$ cat config.mk
export PLATFORM = sky130hd
export DESIGN_NAME = axis_stream_top
export DESIGN_NICKNAME = d
export VERILOG_FILES = /design/src/rtl/axis_stream_top.sv
export SDC_FILE = /design/constraint.sdc
export NUM_CORES = 1
export LEC_CHECK = 0
export CELL_PAD_IN_SITES_DETAIL_PLACEMENT = 1
export CELL_PAD_IN_SITES_GLOBAL_PLACEMENT = 1
export CORE_UTILIZATION = 52
export CTS_CLUSTER_SIZE = 8
export DETAILED_ROUTE_END_ITERATION = 6
export PLACE_DENSITY_LB_ADDON = 0.1
export SETUP_SLACK_MARGIN = 0.15
export SLEW_MARGIN = 20
export SYNTH_ARGS = -nofsm -noshare
export SYNTH_HDL_FRONTEND = slang
export SYNTH_SLANG_ARGS = --single-unit
export TNS_END_PERCENT = 20
$ cat constraint.sdc
create_clock -name clk -period 3.6 [get_ports clk]
set_input_delay 0.72 -clock clk [delete_from_list [all_inputs] [get_ports clk]]
set_output_delay 0.72 -clock clk [all_outputs]
set_load 0.1 [all_outputs]
$ cat src/rtl/axis_stream_top.sv
// -----------------------------------------------------------------------------
// axis_stream_top
//
// AXI4-Stream loopback bring-up block. A packet generator emits one
// PACKET_LEN-beat packet per accepted start request. The packet passes through
// a DEPTH-entry show-ahead FIFO into a checking sink, which verifies the beat
// sequence and reports progress and errors.
//
// Ports:
//   clk       in   single clock, all logic on the rising edge
//   reset_n   in   synchronous reset, ACTIVE HIGH despite its name
//   start     in   packet request, sampled on every edge
//   pkt_done  out  one-cycle pulse after the sink accepts a tlast beat
//   rx_count  out  beats accepted in the current packet (cleared after tlast)
//   err       out  sticky mismatch flag, cleared only by reset
// -----------------------------------------------------------------------------
module axis_stream_top #(
    parameter int DATA_WIDTH = 32,
    parameter int DEPTH      = 8,
    parameter int PACKET_LEN = 8
) (
    input  logic        clk,
    input  logic        reset_n,
    input  logic        start,
    output logic        pkt_done,
    output logic [15:0] rx_count,
    output logic        err
);

    localparam int               PTR_W    = $clog2(DEPTH);
    localparam int               CNT_W    = PTR_W + 1;
    localparam logic [15:0]      LAST_IDX = 16'(PACKET_LEN - 1);
    localparam logic [CNT_W-1:0] FULL_CNT = CNT_W'(DEPTH);

    typedef enum logic [0:0] {
        M_IDLE = 1'b0,
        M_SEND = 1'b1
    } m_state_e;

    // Master side (generator -> FIFO)
    m_state_e              m_state_q;
    logic [15:0]           m_idx_q;
    logic                  m_tvalid_q;
    logic                  m_tlast_q;
    logic [DATA_WIDTH-1:0] m_tdata_q;
    logic                  m_tready_s;

    // FIFO storage and bookkeeping; each entry is {tlast, tdata}
    logic [DATA_WIDTH:0]   mem_q [DEPTH];
    logic [PTR_W-1:0]      wr_ptr_q;
    logic [PTR_W-1:0]      rd_ptr_q;
    logic [CNT_W-1:0]      f_cnt_q;
    logic [CNT_W-1:0]      f_cnt_d;
    logic                  f_full_s;
    logic                  f_empty_s;
    logic                  wr_en_s;
    logic                  rd_en_s;

    // Slave side (FIFO -> sink)
    logic                  s_tvalid_s;
    logic                  s_tready_s;
    logic                  s_tlast_s;
    logic [DATA_WIDTH-1:0] s_tdata_s;

    // Sink state
    logic [15:0]           exp_q;
    logic [15:0]           rx_count_q;
    logic                  pkt_done_q;
    logic                  err_q;

    // Generator FSM with registered AXIS outputs; the beat index doubles as payload
    always_ff @(posedge clk) begin
        if (reset_n) begin
            m_state_q  <= M_IDLE;
            m_idx_q    <= 16'd0;
            m_tvalid_q <= 1'b0;
            m_tlast_q  <= 1'b0;
            m_tdata_q  <= '0;
        end else begin
            case (m_state_q)
                M_IDLE: begin
                    if (start) begin
                        m_state_q  <= M_SEND;
                        m_idx_q    <= 16'd0;
                        m_tvalid_q <= 1'b1;
                        m_tlast_q  <= 1'b0;
                        m_tdata_q  <= '0;
                    end
                end
                M_SEND: begin
                    // Outputs hold while stalled; only a handshake advances the beat.
                    if (m_tvalid_q && m_tready_s) begin
                        if (m_tlast_q) begin
                            m_state_q  <= M_IDLE;
                            m_idx_q    <= 16'd0;
                            m_tvalid_q <= 1'b0;
                            m_tlast_q  <= 1'b0;
                            m_tdata_q  <= '0;
                        end else begin
                            m_idx_q   <= m_idx_q + 16'd1;
                            m_tdata_q <= DATA_WIDTH'(m_idx_q + 16'd1);
                            m_tlast_q <= ((m_idx_q + 16'd1) == LAST_IDX);
                        end
                    end
                end
                default: begin
                    m_state_q  <= M_IDLE;
                    m_idx_q    <= 16'd0;
                    m_tvalid_q <= 1'b0;
                    m_tlast_q  <= 1'b0;
                    m_tdata_q  <= '0;
                end
            endcase
        end
    end

    // FIFO flags, handshakes and show-ahead head entry (zeroed while empty)
    always_comb begin
        f_full_s   = (f_cnt_q == FULL_CNT);
        f_empty_s  = (f_cnt_q == {CNT_W{1'b0}});
        m_tready_s = !f_full_s;
        s_tvalid_s = !f_empty_s;
        s_tready_s = 1'b1;
        wr_en_s    = m_tvalid_q && m_tready_s;
        rd_en_s    = s_tvalid_s && s_tready_s;
        if (f_empty_s) begin
            {s_tlast_s, s_tdata_s} = '0;
        end else begin
            {s_tlast_s, s_tdata_s} = mem_q[rd_ptr_q];
        end
    end

    // Occupancy next state; a simultaneous read and write leaves it unchanged
    always_comb begin
        f_cnt_d = f_cnt_q;
        case ({wr_en_s, rd_en_s})
            2'b10:   f_cnt_d = f_cnt_q + CNT_W'(1);
            2'b01:   f_cnt_d = f_cnt_q - CNT_W'(1);
            default: f_cnt_d = f_cnt_q;
        endcase
    end

    // FIFO storage write; contents need no reset because the head is gated by empty
    always_ff @(posedge clk) begin
        if (wr_en_s) begin
            mem_q[wr_ptr_q] <= {m_tlast_q, m_tdata_q};
        end
    end

    // FIFO pointers wrap naturally because DEPTH is a power of two
    always_ff @(posedge clk) begin
        if (reset_n) begin
            wr_ptr_q <= '0;
            rd_ptr_q <= '0;
            f_cnt_q  <= '0;
        end else begin
            if (wr_en_s) begin
                wr_ptr_q <= wr_ptr_q + PTR_W'(1);
            end
            if (rd_en_s) begin
                rd_ptr_q <= rd_ptr_q + PTR_W'(1);
            end
            f_cnt_q <= f_cnt_d;
        end
    end

    // Checking sink: compares each beat with the expected index and tlast position
    always_ff @(posedge clk) begin
        if (reset_n) begin
            exp_q      <= 16'd0;
            rx_count_q <= 16'd0;
            pkt_done_q <= 1'b0;
            err_q      <= 1'b0;
        end else begin
            pkt_done_q <= 1'b0;
            if (rd_en_s) begin
                if ((s_tdata_s != DATA_WIDTH'(exp_q)) || (s_tlast_s != (exp_q == LAST_IDX))) begin
                    err_q <= 1'b1;
                end
                // Resynchronise on the received tlast so one bad packet does not cascade.
                if (s_tlast_s) begin
                    exp_q      <= 16'd0;
                    rx_count_q <= 16'd0;
                    pkt_done_q <= 1'b1;
                end else begin
                    exp_q      <= exp_q + 16'd1;
                    rx_count_q <= rx_count_q + 16'd1;
                end
            end
        end
    end

    assign pkt_done = pkt_done_q;
    assign rx_count = rx_count_q;
    assign err      = err_q;

endmodule

== Word level (Yosys, flattened, before mapping) ==
Memories as Yosys holds them, arrays and structs flattened. A register that Yosys moved wholly into a read port is not among the register bits.
Index checks and enable logic that the tools add are counted.
Cells by class
  $add $sub $neg: 8
  eq/ne operators: 10
  mux-type cells: 30
  bitwise logic cells: 2
  reduce and logical (&&, ||, !) cells: 10
Operators by type and width (number)
  32-bit 2-to-1 mux: 3
  16-bit 2-to-1 mux: 5
  32-bit one-hot mux with 2 select lines: 1
  16-bit by 1-bit adder with 16-bit output (second input constant): 3
  16-bit by 3-bit equality test with 1-bit output (second input constant): 2
  32-bit by 16-bit != test with 1-bit output: 1
  16-bit one-hot mux with 2 select lines: 1
  16-bit by 1-bit adder with 17-bit output (second input constant): 1
  17-bit 2-to-1 mux: 1
  1-bit 2-to-1 mux: 13
  4-bit one-hot mux with 2 select lines: 1
  3-bit by 1-bit adder with 3-bit output (second input constant): 2
  3-bit 2-to-1 mux: 2
  1-bit one-hot mux with 2 select lines: 3
  4-bit by 1-bit adder with 4-bit output (second input constant): 1
  4-bit equality test (second input constant): 1
  4-bit logical NOT: 1
  2-bit by 1-bit != test with 1-bit output (second input constant): 2
  2-bit AND reduction: 2
  4-bit by 1-bit subtractor with 4-bit output (second input constant): 1
  3-bit AND reduction: 1
  2-bit by 1-bit equality test with 1-bit output (second input constant): 1
  2-bit equality test (second input constant): 1
  1-bit logical NOT: 2
  other kinds (7): 8
Storage, ports and cells
  bits in registers: 95
  memory bits (writable): 264
  input bits: 3
  output and inout port bits: 18
  word-level logic and storage cells: 73
  memories: 1
Memory list
  mem_q: words 8, width 33, rd ports 1, clocked after memory_dff 1, write ports 1, line 49  | logic [DATA_WIDTH:0] mem_q [DEPTH];

== Depth between registers and ports, before layout ==
Gate-level depths: netlist of the first run.
  depth after elaboration: 5
  gate-level depth with buffers: 11
  gate-level depth less buffers: 10

== Worst setup path before layout of the first run ==
No wires, ideal clock.
  path kind: register -> register
  start: reg f_cnt_q[0]
  end: mem mem_q[0][0] (netlist bit) (enable)
  setup time: 0.439 ns
  data arrival time: 2.814 ns
  data required time: 3.161 ns
  slack: 0.347 ns
  stages on the path, launching flop included: 5
  buffers on the path: 0
  period minus slack after synthesis: 3.253 ns
  path through: dfxtp_1 nor3_1 a21boi_2 clkinv_1 nor4_1
Between the ends
  longest elaborated chain between the ends: 5
Ends and longest elaborated chain
  start: declaration: line 52  | logic [CNT_W-1:0] f_cnt_q;
  start signal: assignment: line 163  | f_cnt_q <= f_cnt_d;
  4-bit equality test: line 119  | f_full_s = (f_cnt_q == FULL_CNT);
  1-bit logical NOT: line 121  | m_tready_s = !f_full_s;
  1-bit logical AND: line 124  | wr_en_s = m_tvalid_q && m_tready_s;
  1-bit 2-to-1 mux: line 145  | if (wr_en_s) begin
  1-bit 2-to-1 mux (not written as such): line 146  | mem_q[wr_ptr_q] <= {m_tlast_q, m_tdata_q};
  end: declaration: line 49
Every way passes these cells.

== Worst setup path after layout of the first run ==
  start: reg f_cnt_q[0]
  end: reg f_cnt_q[3]
Between the ends
  longest elaborated chain between the ends: 5
  elaborated cells between the ends (all ways): 11
  classes of those cells: add/sub (2); eq/ne (3); mux (1); reduce/logical (5)
Ends and longest elaborated chain
  4-bit equality test: line 119
  1-bit logical NOT: line 121
  1-bit logical AND: line 124
  2-bit by 1-bit equality test with 1-bit output / 2-bit equality test (equally long branches): line 136  | case ({wr_en_s, rd_en_s})
  4-bit one-hot mux with 2 select lines / 2-bit nonzero test (equally long branches)
Parallel ways exist; a longest one is shown, timed or not.
A chain may end at the register's enable or synchronous reset.

==> results.md, run 1 <==
- The run finished with clean final reports.
- After clock tree synthesis, the clock-pin slew on the worst setup and hold paths is 0.05 ns.
- The number of nets with antenna violations after detailed routing is 0.
- The height of the die is 134 µm.
- The worst path meets setup with 0.631 ns of slack.
- In this run the worst hold path is classified as register to register.
- The depth of the most critical reg-to-reg path is 10.
- The clock drives 211 sinks.
- Walking the worst path, the cells encountered are nor3_1 > a21boi_2 > clkinv_1 > ha_1 > ha_1 > a21o_1 > a21oi_1 > xnor2_1 > or3_1 > a21oi_1.
- After synthesis, the most frequently instantiated cells are 144 x edfxtp_1, 68 x nor2_1, 67 x dfxtp_1.
- The number of enable-type register cells in the synthesized netlist is 144.
- The count of inserted antenna diode cells is 0.
- Of all cell types, the one taking the most synthesized area is edfxtp_1.
- The portion of the post-synthesis area used by sequential elements is 62.6%.
- Using the TritonRoute via totals, the vias-per-cell ratio works out to 6.03.
- The top-level I/O count is 21.
- The die covers 0.0179 mm².
- The top fanout value on the critical path is 9.
- The detailed router's first-iteration violation count is 441.
- Of the total synthesized cell area, the portion taken by full adders, half adders and majority gates is 1.47%.
- The post-synth design cell area is 0.00905 mm².
- The final setup TNS is 0 ns.
- In this run, post-CTS hold repair placed 0 buffers.
- Setup violations remaining at the end of the flow were counted as 0.
- The worst path uses 82.5% of the clock period.
- The number of standard-cell rows in the floorplan is 47.
- The worst setup path is captured at a register.
- Of the post-synthesis cell area, the dominant cell type holds 47.8%.
- Global routing used 25.4% of the available tracks across all layers.
- At the pin with the least slew margin, the transition time is 0.990 ns.
- At the end of routability-driven placement, the weighted congestion stood at 0.772.
- The largest clock skew in the final design is 0.0155 ns.
- The area growth from synthesis to layout is 14.0%.
- Averaged over all synthesized cells, the footprint is 13.4 µm².
- The buffer levels on the longest clock path is 3.
- In this design, the stage delay of the slowest critical-path cell is 0.45 ns.
- The HPWL after detailed placement is 13,400 µm.
- The buffer cell driving the clock tree root is clkbuf_16.
- Counting tap cells, the placed design contains a total of 900 instances.
- When the netlist entered floorplanning its net count stood at 690.
- TritonCTS created 30 clock buffers.
- Summing the areas of all compound-gate instances in the mapped netlist gives 6.49% of the synthesized area.
- The number of global-route vias before repair is 6,004.
- Once the clock tree was built, the setup fixing pass inserted 0 buffers.
- For this design the ratio of total power to cell area is 668 mW/mm².
- The simple-gate area share of the yosys netlist is 12.6%.
- In this run the number of H-tree levels came out at 1.
- Before antenna repair, the detailed router went through 5 iterations.
- Timing analysis after detailed placement gives a worst setup slack of 0.644 ns.
- The clock period could shrink to 2.97 ns.
- TritonCTS built the clock tree.
- After detailed routing, the total wire length is 21,600 µm.
- The max-slew violation count is 0.
- The type of the worst setup path is register to register.
- For this block, the via count after detailed routing is 5,748.
- By area the synthesized netlist is led by edfxtp_1 48%, dfxtp_1 15%, mux2i_1 3.9%.
- The count of input and output buffers is 20.
- The number of max-cap violations is 0.
- After detailed routing, the average wire length per cell comes to 22.7 µm.
- The most used flip-flop cell after synthesis is edfxtp_1.
- STA puts the critical path data required time at 4.06 ns.
- The final global-route overflow total is 0.
- The filler cells instantiated in the layout total 1,647.
- The global-route wire length before repair is 34,400 µm.
- Setup repair after global routing left no endpoint under its margin.
- The count of cells resized by post-cts repair is 0.
- The initial antenna violation count is 0.
- The core box area is 0.0168 mm².
- Derived from the worst setup path, the maximum achievable clock frequency is 0.337 GHz.
- The DRC violation count after routing is 0.
- The number of warnings reported in the yosys synthesis log is 0.
- The cell leakage power is 3.37 nW.
- In this run, synthesis produced a sequential element count of 211.
- The number of cells in the finished layout apart from fillers is 954.
- After synthesis, the share of flip-flops with an asynchronous set or reset is 0%.
- The number of different library cells used by synthesis comes to 57.
- The width of the die is 134 µm.
- Multiplexer cells account for 9.89% of the synthesized area.
- Entering global routing, the biggest net connects 38 pins.
- In the final layout, the share of cells above drive strength 1 is 10.9%.
- The combinational family with the most area after synthesis is simple AND/OR/NAND/NOR gates.
- The relative slew slack is 33.8%.
- After Yosys synthesis, XOR and XNOR cells account for 3.97% of the synthesized area.
- The net count of the finished layout is 725.
- The later-pin clock latency in the skew report is 0.54 ns.
- The element type at the critical path start is a register.
- Counting every instance in the synthesized netlist gives 677.
- In the post-synthesis netlist, the cell with the most instances is edfxtp_1.
- Once the floorplan was initialized, standard cells occupied 54.0% of the core.
- The maximum vdd drop is 0.399 mV.
- The cell with the biggest individual delay on the critical path is dfxtp_1.
- The arrival time reported for the critical path endpoint is 3.43 ns.
- The worst hold path passes through 2 cells.
- The count of endpoints failing hold in the final timing report was 0.
[state kept, by name, indices dropped and copies added, names as in the netlist, named ones only]
name        count
err             1
exp_q          16
f_cnt_q         4
m_idx_q        15
m_state_q       1
m_tdata_q       2
m_tlast_q       1
m_tvalid_q      1
mem_q         144
pkt_done        1
rd_ptr_q        3
rx_count       16
wr_ptr_q        3
[kinds of logic after synthesis]
kind of cell,Yosys count
AO/OA/AOI/OAI,97
AND/OR/NAND/NOR,220
XOR/XNOR,41
multiplexers,58
flip-flops,211
adder cells (fa/ha/maj),10
buffers and inverters,40
[metrics by stage]
stage          utilization [%]  area, µm²  hold WS (ns)  total power (W)
2_1_floorplan                -       9050         0.449          0.00405
3_3_place_gp              56.3       9440         0.457          0.00428
3_5_place_dp              56.3       9440         0.469          0.00435
4_1_cts                   61.5      10300         0.483          0.00695
5_1_grt                   61.5      10300         0.496          0.00717
6_report                  61.5      10300         0.483          0.00689
[layer usage]
| metal | part of all wire (%) | vias to the layer above | GRT usage (%) |
|---|---|---|---|
| met1 | 44 | 2931 | 33.9 |
| li1 | - | 2657 | - |
| met2 | 50 | 126 | 43.3 |
| met3 | 4.4 | 34 | 3.78 |
| met4 | 1.8 | 0 | 7.07 |
| met5 | 0 | - | 0 |
[cells in the final DEF (no fill, tap or decap), types with 9 or more instances in the layout]
master / n
xnor2_1: 19
o21ai_0: 21
dfxtp_1: 66
nand4_1: 16
edfxtp_1: 144
xor2_1: 22
nand3_1: 26
mux2i_1: 35
clkbuf_1: 22
ha_1: 9
nand2_1: 29
a21oi_1: 37
nor2_1: 68
buf_4: 15
or3_1: 12
mux4_1: 10
mux4_2: 12
a22oi_1: 12
nor3_1: 10
clkbuf_16: 31
clkdlybuf4s50_1: 20
[report_power, final]
| part | switching [W] | leakage, nW | internal, W |
|---|---|---|---|
| registers | 0.000159 | 1.88 | 0.00267 |
| clock network | 0.000989 | 0.408 | 0.00158 |
| logic | 0.000873 | 1.08 | 0.000611 |
| total | 0.00202 | 3.37 | 0.00487 |
[critical path, delay by kind of cell, from the launching register on]
kind	cells	cell delay, ns
adders and majority gates	2	0.63
xor gates and xnor gates	1	0.11
AOI/OAI and AO/OA	4	0.90
and+or+nand+nor	2	0.44
DFF	1	0.45
buffers and inverters	1	0.37
[path summary, 6_finish.rpt]
check         startpoint         end  slack (ns)
max reg2reg   f_cnt_q[0]  f_cnt_q[3]        0.63
max           f_cnt_q[0]  f_cnt_q[3]        0.63
min reg2reg  rd_ptr_q[1]    register        0.48
min          rd_ptr_q[1]    register        0.48
[area by class of cell]
cell class	instances	area (µm²)	area share, %
Inverter	8	43.8	0.425
Timing Repair Buffer	35	313	3.03
Multi-Input combinational cell	426	3150	30.5
Clock inverter	1	7.51	0.0728
Clock buffer	53	858	8.32
Tap cell	220	275	2.67
Sequential cell	211	5670	55.0
Note: power is estimated with default switching activity, not from simulation.
==> inputs of run 2 (changes only) <==
--- a/config.mk
+++ b/config.mk
@@ -7,7 +7,7 @@
 export LEC_CHECK = 0
 export CELL_PAD_IN_SITES_DETAIL_PLACEMENT = 1
 export CELL_PAD_IN_SITES_GLOBAL_PLACEMENT = 1
-export CORE_UTILIZATION = 52
+export CORE_UTILIZATION = 47
 export CTS_CLUSTER_SIZE = 8
 export DETAILED_ROUTE_END_ITERATION = 6
 export PLACE_DENSITY_LB_ADDON = 0.1
==> constraint.sdc (replaced) <==
create_clock -name clk -period 2.7 [get_ports clk]
set_input_delay 0.54 -clock clk [delete_from_list [all_inputs] [get_ports clk]]
set_output_delay 0.54 -clock clk [all_outputs]
set_load 0.1 [all_outputs]
==> results.md, run 2 (synthesis gave the netlist of run 1 again) <==
- The type of the tightest min-delay check is register to register.
- Relative to the synthesized area, the layout overhead comes to 15.0%.
- The number of filler instances in the final layout is 1,858 (+13%).
- The clock buffer count from CTS is 30 (unchanged).
- The signal on the critical path passes through nor3_1 > a21boi_2 > buf_4 > nand3b_1 > nor4_1 > o2111ai_1 > a21oi_1.
- The clock edge transition at the registers on the reported setup and hold paths is 0.06 ns (about the same).
- The buffer cell driving the clock tree root is clkbuf_16.
- The initial core utilization is 48.2% (-5.8 points).
- The number of nets with antenna violations after detailed routing is 0 (unchanged).
- The cell with the biggest individual delay on the critical path is nor4_1.
- STA classifies the critical path endpoint as a register.
- The transition at the pin with the smallest max-transition slack is 0.683 ns (-0.307 ns).
- The worst setup path is of the register to register kind.
- The initial antenna violation count is 0 (unchanged).
- The pin count of the biggest net entering global routing came to 38 (unchanged).
- STA classifies the critical path startpoint as a register.
- The cell area after placement is 0.00954 mm² (+1.0%).
- The maximum level of the CTS H-tree is 1 (unchanged).
- The flow ran to the end, and the final reports show no timing, DRC or antenna violations.
- The data required time at the worst endpoint was 3.18 ns (-0.88 ns).
- The fraction of the cycle the final worst path needs came to 89.4% (+6.9 points).
- The count of input and output buffers came to 20 (unchanged).
- The top cell types in the final layout, fill and taps aside, are 144 x edfxtp_1, 68 x nor2_1, 66 x dfxtp_1, 43 x buf_4, 37 x a21oi_1.
- TritonCTS built the clock tree.
- The worst slack on hold paths was 0.493 ns (+0.00971 ns).
- The top fanout value on the critical path is 17 (+8).
- The number of post-CTS setup repair buffers came to 0 (unchanged).
- The half-perimeter wire length after detailed placement came to 13,500 µm (+0.75%).
- The maximum vdd drop is 0.570 mV (+43%).
- The core box area is 0.0188 mm² (+12%).
- The final setup violation count is 0 (unchanged).
- The arrival time reported for the critical path endpoint was 2.89 ns (-0.54 ns).
- The via density per instance is 5.84 (-3.0%).
- The final global-route overflow total is 0 (unchanged).
- The critical path's largest stage delay is 0.58 ns (+0.13 ns).
- The maximum frequency from static timing analysis came to 0.414 GHz (+23%).
- The global placement routability congestion came to 0.818 (+6.1%).
- The buffer levels on the longest clock path is 3 (unchanged).
- The count of cells resized by post-cts repair is 0 (unchanged).
- The total length of routed wires was 21,000 µm (-2.9%).
- The later-pin clock latency in the skew report came to 0.55 ns (about the same).
- The number of flip-flops in the largest register came to 144 (unchanged).
- The utilization of the core after routing is 55.4% (-6.1 points).
- The minimum period implied by the final worst setup slack was 2.41 ns (-0.555 ns).
- The ratio of cells with drive above 1 in the final layout was 14.6% (+3.7 points).
- The number of clock sinks is 211 (unchanged).
- The detailed router's first-iteration violation count is 261 (-41%).
- The cell total after placement came to 926 (+2.9%).
- The number of standard-cell rows in the floorplan is 50 (+6.4%).
- The number of cells in the finished layout apart from fillers is 980 (+2.7%).
- The largest register by flop count is mem_q.
- The cell area after layout is 0.0104 mm² (+0.91%).
- The total global routing track utilization came to 22.1% (-3.3 points).
- Setup repair after global routing left no endpoint under its margin.
- The width of the die is 141 µm (+5.1%).
- The power per cell area is 886 mW/mm² (+33%).
- The cell leakage power is 3.47 nW (+3.1%).
- The max-slew violation count is 0 (unchanged).
- The number of max-cap violations is 0 (unchanged).
- The die outline area is 0.0198 mm² (+10%).
- The net count reported at finish is 737 (+1.7%).
- The total number of vias was 5,728 (-0.35%).
- The relative slew slack came to 54.3% (+21 points).
- The average wire per cell in the routed design is 21.4 µm (-5.4%).
- The most common cell after layout, fill and taps aside is edfxtp_1.
- The number of buffers inserted for hold repair after clock tree synthesis is 0 (unchanged).
- The count of inserted antenna diode cells is 0 (unchanged).
- The top-level I/O count is 21 (unchanged).
- The number of iterations in the first detailed-routing pass is 4 (-1).
- The DRC violation count after routing is 0 (unchanged).
- The count of endpoints failing hold in the final timing report is 0 (unchanged).
- The height of the die is 141 µm (+5.1%).
- The number of global-route vias before repair was 5,979 (-0.42%).
- The global-route wire length before repair came to 33,100 µm (-3.8%).
- The largest clock skew in the final design is 0.0248 ns (+0.00930 ns).
==> run 2: changes by cell type in the layout (fill, tap and decap cells not counted) <==
cell,previous run,this run
buf_4,15,43
clkdlybuf4s50_1,20,2
buf_12,0,2
nand2b_1,3,4
nand2b_2,1,0
nor4_2,1,0
nor4_4,1,2
==> run 2: final cells by class <==
type                       count  area [µm²]  area share [%]
clock buffer                  53         858            8.25
clock inverter                 1        7.51          0.0721
inverter                       8        43.8           0.421
multi-input combinational    426        3150            30.3
sequential                   211        5670            54.5
tap                          234         293            2.81
timing repair buffer          47         383            3.68
==> run 2: through the flow <==
| step | total power, W | setup TNS [ns] | worst slack (ns) |
|---|---|---|---|
| 3_3_place_gp | 0.00577 | 0 | 0.364 |
| 6_report | 0.00922 | 0 | 0.286 |
| 4_1_cts | 0.00931 | 0 | 0.276 |
| 2_1_floorplan | 0.00540 | -5.35 | -0.0992 |
| 5_1_grt | 0.00961 | 0 | 0.162 |
| 3_5_place_dp | 0.00586 | 0 | 0.324 |
==> run 2: worst max-delay path, delay by kind of cell, from the launching register on <==
kind | cells | cell delay [ns]
buf+inv | 1 | 0.18
simple gates | 3 | 1.17
flops | 1 | 0.46
compound gates | 3 | 0.53
==> run 2: path summary, 6_finish.rpt <==
path | slack (ns) | endpoint | depth (start not counted) | startpoint
min | 0.49 | register | 2 | rd_ptr_q[1]
max | 0.29 | m_tlast_q | 7 | f_cnt_q[0]
min reg2reg | 0.49 | register | 2 | rd_ptr_q[1]
max reg2reg | 0.29 | m_tlast_q | 7 | f_cnt_q[0]
==> run 2: routing by layer <==
| layer | vias up | part of all wire, % | global-route usage [%] |
|---|---|---|---|
| li1 | 2683 | - | - |
| met2 | 128 | 49 | 37.1 |
| met1 | 2877 | 43 | 29.6 |
| met4 | 0 | 2.5 | 7.67 |
| met5 | - | 0 | 0 |
| met3 | 40 | 5.0 | 2.96 |
==> run 2: report_power, final <==
part	internal [W]	switching, W
registers	0.00356	0.000164
clock network	0.00211	0.00132
logic	0.000867	0.00119
==> inputs of run 3 (changes only) <==
--- a/config.mk
+++ b/config.mk
@@ -11,7 +11,7 @@
 export CTS_CLUSTER_SIZE = 8
 export DETAILED_ROUTE_END_ITERATION = 6
 export PLACE_DENSITY_LB_ADDON = 0.1
-export SETUP_SLACK_MARGIN = 0.15
+export SETUP_SLACK_MARGIN = 0.5
 export SLEW_MARGIN = 20
 export SYNTH_ARGS = -nofsm -noshare
 export SYNTH_HDL_FRONTEND = slang
==> results.md, run 3 (synthesis gave the netlist of run 1 again) <==
- The buffer cell driving the clock tree root is clkbuf_16.
- The global placement routability congestion is 0.808 (-1.3%).
- The number of max-cap violations came to 0 (unchanged).
- The flow ran to the end, and the final reports show no timing, DRC or antenna violations.
- The number of clock sinks is 211 (unchanged).
- The maximum frequency from static timing analysis is 0.440 GHz (+6.1%).
- The transition at the pin with the smallest max-transition slack is 0.560 ns (-0.123 ns).
- The fraction of met3 tracks used by global routing was 3.36% (+0.41 points).
- The maximum vdd drop is 0.497 mV (-13%).
- The utilization of the core after routing is 56.4% (+0.92 points).
- The half-perimeter wire length after detailed placement is 13,700 µm (+1.2%).
- The global routing usage on met2 is 40.0% (+2.9 points).
- The core box area is 0.0188 mm² (unchanged).
- STA classifies the critical path startpoint as a register.
- The relative contribution of combinational cells to total power is 24.7% (+2.3 points).
- The critical path is of the register to register type.
- The data required time at the worst endpoint was 3.08 ns (-0.10 ns).
- The die outline area is 0.0198 mm² (unchanged).
- The total length of routed wires is 21,900 µm (+4.1%).
- The clock edge transition at the registers on the reported setup and hold paths is 0.05 ns (about the same).
- The width of the die came to 141 µm (unchanged).
- The register share of total power is 39.2% (-1.2 points).
- The final setup violation count is 0 (unchanged).
- The power per cell area came to 900 mW/mm² (+1.6%).
- The DRC violation count after routing came to 0 (unchanged).
- The largest clock skew in the final design came to 0.00918 ns (-0.0156 ns).
- The count of inserted antenna diode cells is 0 (unchanged).
- The via density per instance is 5.85 (about the same).
- The initial core utilization is 48.2% (unchanged).
- The top cell types in the final layout, fill and taps aside, are 144 x edfxtp_1, 66 x nor2_1, 61 x dfxtp_1, 51 x buf_4, 36 x a21oi_1.
- The relative slew slack is 62.6% (+8.3 points).
- Compared with the post-synthesis result, the final layout area differs by 16.9%.
- The count of input and output buffers is 20 (unchanged).
- The switching part of the total power came to 29.4% (+0.36 points).
- The final setup TNS is 0 ns (unchanged).
- The part of the power in the clock network is 36.1% (-1.1 points).
- The number of global-route vias before repair is 6,212 (+3.9%).
- The average wire per cell in the routed design was 22.1 µm (+3.0%).
- The met1 demand-to-capacity share in global routing was 29.2% (-0.33 points).
- The reg2reg setup slack is 0.42 ns (+0.14 ns).
- The final global-route overflow total is 0 (unchanged).
- The fraction of the cycle the final worst path needs was 84.3% (-5.1 points).
- The arrival time reported for the critical path endpoint is 2.66 ns (-0.23 ns).
- The net count reported at finish is 748 (+1.5%).
- The number of nets with antenna violations after detailed routing is 0 (unchanged).
- The total number of vias came to 5,794 (+1.2%).
- The clock tree from TritonCTS is built.
- The number of cells in the finished layout apart from fillers came to 991 (+1.1%).
- The clock buffer count from CTS is 30 (unchanged).
- The maximum level of the CTS H-tree came to 1 (unchanged).
- The height of the die is 141 µm (unchanged).
- The net load switching power is 0.00280 W (+4.6%).
- The worst slack on hold paths is 0.498 ns (+0.00512 ns).
- The internal power consumption was 0.00672 W (+2.8%).
- The library cell used most frequently in the layout, excluding fill and tap cells, is edfxtp_1.
- STA classifies the critical path endpoint as a register.
- The initial antenna violation count is 0 (unchanged).
- The cell leakage power is 3.53 nW (+1.7%).
- The later-pin clock latency in the skew report is 0.54 ns (about the same).
- The detailed router's first-iteration violation count is 314 (+20%).
- The minimum period implied by the final worst setup slack was 2.28 ns (-0.139 ns).
- The number of standard-cell rows in the floorplan is 50 (unchanged).
- The number of filler instances in the final layout came to 1,842 (-0.86%).
- The busiest metal layer after global routing is met2.
- The number of buffers inserted for hold repair after clock tree synthesis is 0 (unchanged).
- The count of endpoints failing hold in the final timing report came to 0 (unchanged).
- The cell total after placement is 927 (+0.11%).
- The ratio of cells with drive above 1 in the final layout was 18.9% (+4.3 points).
- The global-route wire length before repair is 34,200 µm (+3.3%).
- The max-slew violation count is 0 (unchanged).
- The pin count of the biggest net entering global routing came to 38 (unchanged).
- Setup repair after global routing could not meet its margin everywhere.
- The type of the tightest min-delay check is register to register.
- The register with the most flip-flops in the final layout is mem_q.
- The number of iterations in the first detailed-routing pass is 4 (unchanged).
- The buffer levels on the longest clock path came to 3 (unchanged).
- The number of flip-flops in the largest register is 144 (unchanged).
- The top-level I/O count is 21 (unchanged).
- The total global routing track utilization is 22.8% (+0.70 points).
- The top fanout value on the critical path is 6 (-11).
## run 3: through the flow
stage	area (µm²)	power, W	setup slack, ns
2_1_floorplan	9090	0.00542	0.116
3_3_place_gp	9550	0.00576	0.252
3_5_place_dp	9550	0.00586	0.171
4_1_cts	10600	0.00953	0.435
5_1_grt	10600	0.00992	0.363
6_report	10600	0.00952	0.425
## run 3: worst max-delay path, cell delays in order (launching register included)
cell	delay [ns]
dfxtp_4	0.37
buf_12	0.13
mux4_2	0.52
and2_0	0.21
a211oi_2	0.24
o2111ai_1	0.16
nor4_2	0.35
a311oi_1	0.16
## run 3: path summary, 6_finish.rpt
path | start | end | cells past startpoint
worst max register to register | register | err | 7
worst min-delay path | rd_ptr_q[1] | register | 2
worst max-delay path | register | err | 7
worst min register to register | rd_ptr_q[1] | register | 2
## run 3: power by group through the flow
stage               logic [W]  clock network, W  registers (W)
detailed placement    0.00204                 0        0.00382
finish                0.00236           0.00343        0.00373
global route          0.00255           0.00362        0.00375
floorplan             0.00156                 0        0.00386
global placement      0.00197                 0        0.00380
CTS                   0.00229           0.00349        0.00375
## run 3: final cells by class
cell class,count,area [µm²],area share [%]
Sequential cell,211,5680,53.7
Clock buffer,53,857,8.10
Inverter,8,43.8,0.414
Timing Repair Buffer,58,498,4.71
Tap cell,234,293,2.77
Multi-Input combinational cell,426,3190,30.1
Clock inverter,1,16.3,0.154
## run 3: what timing repair did
item / in CTS / in global routing
setup endpoints to repair: 32 / 4
buffers inserted: 8 / 2
gates resized for setup: 31 / 2
pin swaps: 5 / 2
## run 3: layer usage
metal	wire length, µm	vias to the layer above	share of wire, %
met1	9680	2949	44
met5	0	-	0
met2	11000	103	50
met3	709	43	3.2
met4	497	0	2.3
li1	-	2699	-
